`config.mk`:
```
export PLATFORM = sky130hd
export DESIGN_NAME = ntt_seq
export DESIGN_NICKNAME = d
export VERILOG_FILES = /design/src/rtl/ntt_seq.sv
export SDC_FILE = /design/constraint.sdc
export NUM_CORES = 1
export LEC_CHECK = 0
export BUFFER_PORTS_ARGS = -buffer_cell sky130_fd_sc_hd__buf_2
export CAP_MARGIN = 40
export CORE_MARGIN = 3
export CORE_UTILIZATION = 30
export CTS_BUF_LIST = sky130_fd_sc_hd__clkbuf_16
export DETAILED_ROUTE_END_ITERATION = 10
export PLACE_DENSITY = 0.58
export SYNTH_ARGS = -nofsm -noshare
export SYNTH_HDL_FRONTEND = slang
export SYNTH_SLANG_ARGS = --single-unit
```
`constraint.sdc`:
```
create_clock -name clk -period 2.4 [get_ports clk]
set_clock_uncertainty 0.15 [all_clocks]
set_input_delay 0.36 -clock clk [delete_from_list [all_inputs] [get_ports clk]]
set_output_delay 0.36 -clock clk [all_outputs]
set_load 0.05 [all_outputs]
```
`src/rtl/ntt_seq.sv`:
```
// Sequencer for the dual-pipelined NTT: feeds P coefficient pairs, collects P results, and drives the shared FIFO addresses.
// The read address leads the NTT input enable by one cycle. Writes follow ntt_out_en with no stall, and a drain watchdog aborts a stuck transform.
module ntt_seq #(
    parameter int STAGE_CNT      = 7,
    parameter int MUL_STAGE_CNT  = 4,
    parameter int MUL_STAGE_BITS = 2,
    parameter int FIFO2_BITS     = 5,
    parameter int TIMEOUT        = 1024
) (
    input  logic                            clk,
    input  logic                            rst,
    input  logic                            start,
    output logic                            busy,
    output logic                            done,
    output logic                            err,
    output logic                            rd_en,
    output logic [STAGE_CNT-1:0]            rd_addr,
    output logic                            ntt_in_en,
    input  logic                            ntt_out_en,
    output logic                            wr_en,
    output logic [STAGE_CNT-1:0]            wr_addr,
    input  logic [STAGE_CNT-1:0]            fifo_en,
    output logic [MUL_STAGE_BITS-1:0]       fifom_addr,
    output logic [FIFO2_BITS*STAGE_CNT-1:0] fifo2_addr
);

    localparam int P       = 1 << STAGE_CNT;
    localparam int TO_BITS = (TIMEOUT > 1) ? $clog2(TIMEOUT) : 1;

    typedef enum logic [1:0] {S_IDLE, S_FEED, S_DRAIN, S_DONE} state_t;

    state_t                    state, state_n;
    logic [STAGE_CNT-1:0]      rd_cnt;
    logic [STAGE_CNT-1:0]      wr_cnt;
    logic [TO_BITS-1:0]        to_cnt;
    logic [MUL_STAGE_BITS-1:0] fm_cnt;
    logic                      last_wr;
    logic                      set_err;

    assign rd_addr    = rd_cnt;
    assign wr_addr    = wr_cnt;
    assign fifom_addr = fm_cnt;

    always_comb begin
        state_n = state;
        set_err = 1'b0;
        busy    = (state == S_FEED) || (state == S_DRAIN);
        done    = (state == S_DONE);
        rd_en   = (state == S_FEED);
        wr_en   = ntt_out_en && busy;
        last_wr = wr_en && (wr_cnt == STAGE_CNT'(P - 1));
        case (state)
            S_IDLE:  if (start) state_n = S_FEED;
            S_FEED:  if (rd_cnt == STAGE_CNT'(P - 1)) state_n = S_DRAIN;
            S_DRAIN: begin
                // Completion takes priority over a watchdog expiring in the same cycle.
                if (last_wr) begin
                    state_n = S_DONE;
                end else if (to_cnt == TO_BITS'(TIMEOUT - 1)) begin
                    state_n = S_IDLE;
                    set_err = 1'b1;
                end
            end
            S_DONE:  state_n = S_IDLE;
            default: state_n = S_IDLE;
        endcase
    end

    always_ff @(posedge clk or posedge rst) begin
        if (rst) begin
            state     <= S_IDLE;
            rd_cnt    <= '0;
            wr_cnt    <= '0;
            to_cnt    <= '0;
            fm_cnt    <= '0;
            ntt_in_en <= 1'b0;
            err       <= 1'b0;
        end else begin
            state     <= state_n;
            ntt_in_en <= rd_en;
            rd_cnt    <= (state == S_FEED) ? rd_cnt + 1'b1 : '0;
            to_cnt    <= (state == S_DRAIN) ? to_cnt + 1'b1 : '0;
            if (state == S_IDLE)
                wr_cnt <= '0;
            else if (wr_en)
                wr_cnt <= wr_cnt + 1'b1;
            if ((state == S_IDLE) && start)
                err <= 1'b0;
            else if (set_err)
                err <= 1'b1;
            // Starts at 0 on the first FEED cycle and is back at 0 on every IDLE cycle.
            if ((state == S_IDLE) || (state_n == S_IDLE))
                fm_cnt <= '0;
            else if (fm_cnt == MUL_STAGE_BITS'(MUL_STAGE_CNT - 2))
                fm_cnt <= '0;
            else
                fm_cnt <= fm_cnt + 1'b1;
        end
    end

    for (genvar i = 0; i < STAGE_CNT; i++) begin : g_f2
        localparam int H = 1 << (STAGE_CNT - 1 - i);
        localparam int F = (H > MUL_STAGE_CNT) ? (H - MUL_STAGE_CNT - 1) : (MUL_STAGE_CNT - H - 1);
        if ((i == 0) || (F <= 1)) begin : g_zero
            logic unused_fifo_en;
            assign unused_fifo_en = fifo_en[i];
            assign fifo2_addr[i*FIFO2_BITS +: FIFO2_BITS] = '0;
        end else begin : g_cnt
            // Circular buffer pointer: survives across transforms, only rst clears it.
            logic [FIFO2_BITS-1:0] cnt;
            always_ff @(posedge clk or posedge rst) begin
                if (rst)
                    cnt <= '0;
                else if (fifo_en[i])
                    cnt <= (cnt == FIFO2_BITS'(F - 1)) ? '0 : cnt + 1'b1;
            end
            assign fifo2_addr[i*FIFO2_BITS +: FIFO2_BITS] = cnt;
        end
    end

endmodule
```
# Word-level counts from Yosys, hierarchy flattened
# Index checks and enable logic that the tools add are counted.
# classes
add_sub_neg	8
eq_ne	11
mux	20
reduce_logical	9
# op_table
op	n
7-bit two-way mux	3
5-bit by 1-bit adder with 5-bit output (second input constant)	4
5-bit two-way mux	4
7-bit by 1-bit adder with 7-bit output (second input constant)	2
7-bit == test (second input constant)	2
2-bit two-way mux	6
10-bit by 1-bit adder with 10-bit output (second input constant)	1
10-bit == test (second input constant)	1
10-bit two-way mux	1
2-bit case mux with 4 select lines	1
2-bit == test (second input constant)	3
5-bit by 1-bit == test with 1-bit output (second input constant)	1
5-bit by 2-bit == test with 1-bit output (second input constant)	1
5-bit by 4-bit == test with 1-bit output (second input constant)	1
5-bit == test (second input constant)	1
1-bit two-way mux	5
2-bit logical NOT	2
2-bit nonzero test	2
1-bit logical AND	3
2-bit by 1-bit adder with 2-bit output (second input constant)	1
2-bit by 1-bit == test with 1-bit output (second input constant)	1
1-bit logical OR	2
# totals
register_bits	50
input_bits	11
out_inout_bits	57
elab_cells	59

# Depth between registers and ports, before layout
# depth
depth_word	9
ltp_mapped	7

# Worst setup path after synthesis
# No wires, ideal clock.
# synth_timing
path_type	reg2reg
from	register state[1]
to	register wr_cnt[5] (netlist: wr_addr[5])
t_arrival_ps	2238
slack_ps	-120
stages_incl_launch_ff	8
synth_period_minus_slack_ps	2520
path_cell_list	dfrtp_1 -> inv_1 -> ha_1 -> and2_1 -> clkbuf_1 -> nand4_1 -> xor2_1 -> nor2_1
# synth_via
elab_chain_len	4
word_cells_on_any_way	7
classes_between	eq/ne (2); mux (1); reduce/logical (4)
# synth_rtl
element	line	source
start, declared	32	state_t state, state_n;
start signal, assigned	79	state <= state_n;
2-bit by 1-bit == test with 1-bit output / 2-bit == test (equally long branches)	47	busy = (state == S_FEED) || (state == S_DRAIN);
1-bit logical OR (*)	47	
via busy	13	output logic busy,
1-bit logical AND (*)	50	wr_en = ntt_out_en && busy;
via wr_en	20	output logic wr_en,
2-bit nonzero test (no source line) (*)	n/a	
end signal, assigned	86	wr_cnt <= wr_cnt + 1'b1;
end, declared	34	logic [STAGE_CNT-1:0] wr_cnt;
# The timed path passes the listed nets; every way through them passes the cells marked *.
# A chain may end at the register's enable or synchronous reset.

# Final worst setup path
# layout_timing
from	register state[1]
to	output port wr_en
# layout_via
elab_chain_len	3
word_cells_on_any_way	4
classes_between	eq/ne (2); reduce/logical (2)
# layout_rtl
element	line
2-bit by 1-bit == test with 1-bit output / 2-bit == test (equally long branches)	47
1-bit logical OR (*)	47
1-bit logical AND (*)	50
end, declared	20
# Mark *: on every way between the ends. The rest lies on a longest branch, timed or not.

==> impl_metrics.env <==
export IMPL_initial_drt_markers=53
export IMPL_grt_overflow=0
export IMPL_postSynth_asyncResetShare_pct=100.0
export IMPL_cts_tree="built"
export IMPL_layout_common_cells="50 x sky130_fd_sc_hd__dfrtp_1, 49 x sky130_fd_sc_hd__buf_2, 23 x sky130_fd_sc_hd__nor2_1, 19 x sky130_fd_sc_hd__nand2_1"
export IMPL_pre_cts_ws_ns=0.3562
export IMPL_share_of_power_burned_in_registers_pct=37.4
export IMPL_total_switching_power_mw=1.649
export IMPL_final_period_minus_worst_setup_slack_ns=2.130
export IMPL_count_of_port_buffers_added_during_placement=49
export IMPL_setup_violations_final=0
export IMPL_hp_class="input port to flip-flop"
export IMPL_synth_yosys_seq_area_share_pct=49.29
export IMPL_power_density_nw_per_um2=1156
export IMPL_clock_sinks=50
export IMPL_outcome="completed"
export IMPL_resize_count_post_cts=0
export IMPL_critPathSlowestCell="sky130_fd_sc_hd__dfrtp_1"
export IMPL_power_leakage_nw=1.456
export IMPL_final_layout_size_suffix_gt1_share_pct=22.79
export IMPL_regToRegSetupSlack_ns=0.33
export IMPL_cts_buffers=5
export IMPL_netSwitchingFraction_pct=47.20
export IMPL_period_share_pct=88.73
export IMPL_rows=32
export IMPL_postLayoutSetupSlackWorst_ns=0.2705
export IMPL_power_report_internal_total_mw=1.844
export IMPL_dr_pass1_iters=4
export IMPL_timing_rr_start="state[1]"
export IMPL_core_region_area_sq_um=7968
export IMPL_layout_cells_non_filler=396
export IMPL_min_from="start"
export IMPL_routedWlPerCell_microns=12.15
export IMPL_clk_path_buf_depth=2
export IMPL_area_growth_synth_to_final_pct=19.07
export IMPL_rel_slew_slack_pct=61.87
export IMPL_placedCellCount=387
export IMPL_vdd_ir_drop_worst_mv=0.6682
export IMPL_ys_ff_latch=50
export IMPL_yosysTopAreaCell="sky130_fd_sc_hd__dfrtp_1"
export IMPL_post_syn_area_per_cell_sq_um=10.67
export IMPL_post_synth_inst_count=238
export IMPL_number_of_antenna_violations_at_the_first_check_in_global_routing=0
export IMPL_clock_root_buffer="sky130_fd_sc_hd__clkbuf_16"
export IMPL_critical_path_required_ns=1.89
export IMPL_critPathCaptureType="primary output"
export IMPL_timing_critical_path_arrival_ns=1.62
export IMPL_r2r_cells=6
export IMPL_viasPerCell=4.475
export IMPL_final_seq_area_sq_um=1251
export IMPL_grt_pass1_vias=1666
export IMPL_synthTopCellsByArea="sky130_fd_sc_hd__dfrtp_1 49%, sky130_fd_sc_hd__ha_1 7.4%, sky130_fd_sc_hd__xnor2_1 4.5%, sky130_fd_sc_hd__buf_4 4.4%, sky130_fd_sc_hd__xor2_1 3.8%"
export IMPL_synth_largest_type_area_fraction_pct=49.29
export IMPL_power_share_combinational_pct=42.5
export IMPL_n_antenna_cell=0
export IMPL_multi_input_comb_area_sq_um=1185
export IMPL_totalWireLength_microns=4812
export IMPL_initial_utilization_pct=31.86
export IMPL_grt_start_max_net_pins=29
export IMPL_groute_usage_overall_pct=10.56
export IMPL_die_h_microns=97.99
export IMPL_cell_area_after_synthesis_sq_um=2539
export IMPL_grt_pass1_wl_microns=8349
export IMPL_max_freq_ghz=0.4696
export IMPL_total_die_area_sq_um=9602
export IMPL_timing_max_transition_violations_final=0
export IMPL_timing_final_hold_violations=0
export IMPL_crit_fanout=6
export IMPL_dp_final_hpwl_microns=3538
export IMPL_clk_latency_ns=0.29
export IMPL_maxCapViolCount=0
export IMPL_hold_path_depth=2
export IMPL_die_w_microns=97.99
export IMPL_ys_warn_count=0
export IMPL_setup_tns_final_ns=0
export IMPL_finalCoreUtilization_pct=37.94
export IMPL_setup_worst_path_start_class="flip-flop"
export IMPL_design_final_nets=319
export IMPL_final_fill_count=777
export IMPL_worstPathCellList="inv_1 > ha_1 > and2_1 > buf_2"
export IMPL_slew_at_the_pin_closest_to_its_max_slew_limit_ns=0.5640
export IMPL_number_of_enable_flip_flop_cells_after_synthesis=0
export IMPL_critical_path_class="flip-flop to primary output"
export IMPL_antenna_violating_nets_post_route=0
export IMPL_globalplace_congestion=0.7817
export IMPL_synth_main_ff_cell="sky130_fd_sc_hd__dfrtp_1"
export IMPL_drc=0
export IMPL_dr_total_vias=1772
export IMPL_design_portCount=68
export IMPL_worst_hold_path_endpoint="err"
export IMPL_path_clk_slew_ns=0.07
export IMPL_mostFrequentLayoutCell="sky130_fd_sc_hd__dfrtp_1"
export IMPL_critPathLaunch="state[1]"
export IMPL_timing_critical_path_slowest_cell_delay_ns=0.46
export IMPL_r2r_end="fifom_addr[0]"
export IMPL_clkPwrFrac_pct=20.1
export IMPL_cts_max_level=2
export IMPL_synth_distinct_cells=42
export IMPL_rsz0062_at_grt="false"
cell usage after synthesis (4+ instances only):
cell,number
sky130_fd_sc_hd__nor2_1,23
sky130_fd_sc_hd__nand3_1,8
sky130_fd_sc_hd__inv_1,7
sky130_fd_sc_hd__o21ai_0,6
sky130_fd_sc_hd__nand4_1,10
sky130_fd_sc_hd__and2_1,7
sky130_fd_sc_hd__a21o_1,4
sky130_fd_sc_hd__nand2_1,19
sky130_fd_sc_hd__xnor2_1,13
sky130_fd_sc_hd__buf_4,15
sky130_fd_sc_hd__and3_1,6
sky130_fd_sc_hd__dfrtp_1,50
sky130_fd_sc_hd__o21ai_1,5
sky130_fd_sc_hd__nor3_1,4
sky130_fd_sc_hd__ha_1,15
sky130_fd_sc_hd__xor2_1,11
stage by stage:
step | hold slack, ns | power [mW] | area (sq um)
final | 0.1519 | 3.493 | 3023
after global routing | 0.1529 | 3.716 | 3023
after CTS | 0.1474 | 3.540 | 3023
after detailed placement | 0.2729 | 2.821 | 2867
after global placement | 0.2837 | 2.797 | 2867
after floorplan | 0.2889 | 2.482 | 2592
layout make-up:
cell class	instances	area share [%]
clock buffers	5	4.139
inverters	8	0.9934
multi-input cells	176	39.20
flip-flops and latches	50	41.39
repair buffers	52	9.354
well taps	102	4.222
clock inverters	3	0.7036
power by group through the flow:
stage               Combinational, mW  Sequential (mW)  Clock, mW
floorplan                       0.485             2.00          0
global placement                 1.49             1.31          0
detailed placement               1.50             1.32          0
CTS                              1.50             1.31      0.731
global route                     1.59             1.36      0.772
finish                           1.48             1.31      0.702
worst max-delay path: cells and delay by family, from the launching register on:
kind                     cells  cell delay, ns
adder cells (fa/ha/maj)      1            0.35
buffers and inverters        2            0.36
flip-flops                   1            0.46
AND/OR/NAND/NOR              1            0.16
layer usage:
| metal | GRT usage, % | vias up | part of all wire (%) |
|---|---|---|---|
| met1 | 14.30 | 819 | 49 |
| met3 | 3.000 | 4 | 5.5 |
| li1 | - | 900 | - |
| met2 | 16.07 | 49 | 44 |
| met4 | 3.940 | 0 | 1.5 |
| met5 | 0 | - | 0 |
sequential cells by signal (all words and copies together) (netlist names):
register        count
fifom_addr          2
to_cnt             10
ntt_in_en           1
rd_addr             7
err                 1
state               2
g_f2.g_cnt.cnt     20
wr_addr             7
kinds of logic (layout without fill, tap and decap cells):
family                   count (synthesis)  in the layout  share of synthesized area, %
AO/OA/AOI/OAI                           24             24                         6.703
XOR/XNOR                                24             24                         8.280
adder cells (fa/ha/maj)                 15             15                         7.393
buffers and inverters                   26             68                         6.111
flip-flops                              50             50                         49.29
multiplexers                             6              6                         2.514
other                                    1             15                        0.1477
AND/OR/NAND/NOR                         92             92                         19.57
worst max path at each step:
stage | cells after the start | endpoint | slack [ns]
3_5_place_dp | 6 | fifom_addr[0] | 0.36
4_1_cts | 3 | rd_en | 0.29
2_1_floorplan | 7 | wr_addr[4] | 0.19
6_report | 4 | wr_en | 0.27
5_1_grt | 6 | fifom_addr[0] | 0.14
3_3_place_gp | 6 | fifom_addr[0] | 0.47
what timing repair did:
item	4_1_cts	5_1_grt
hold endpoints to repair	22	0
hold buffers	1	0
setup buffers	0	0
Note: power is estimated with default switching activity, not from simulation.
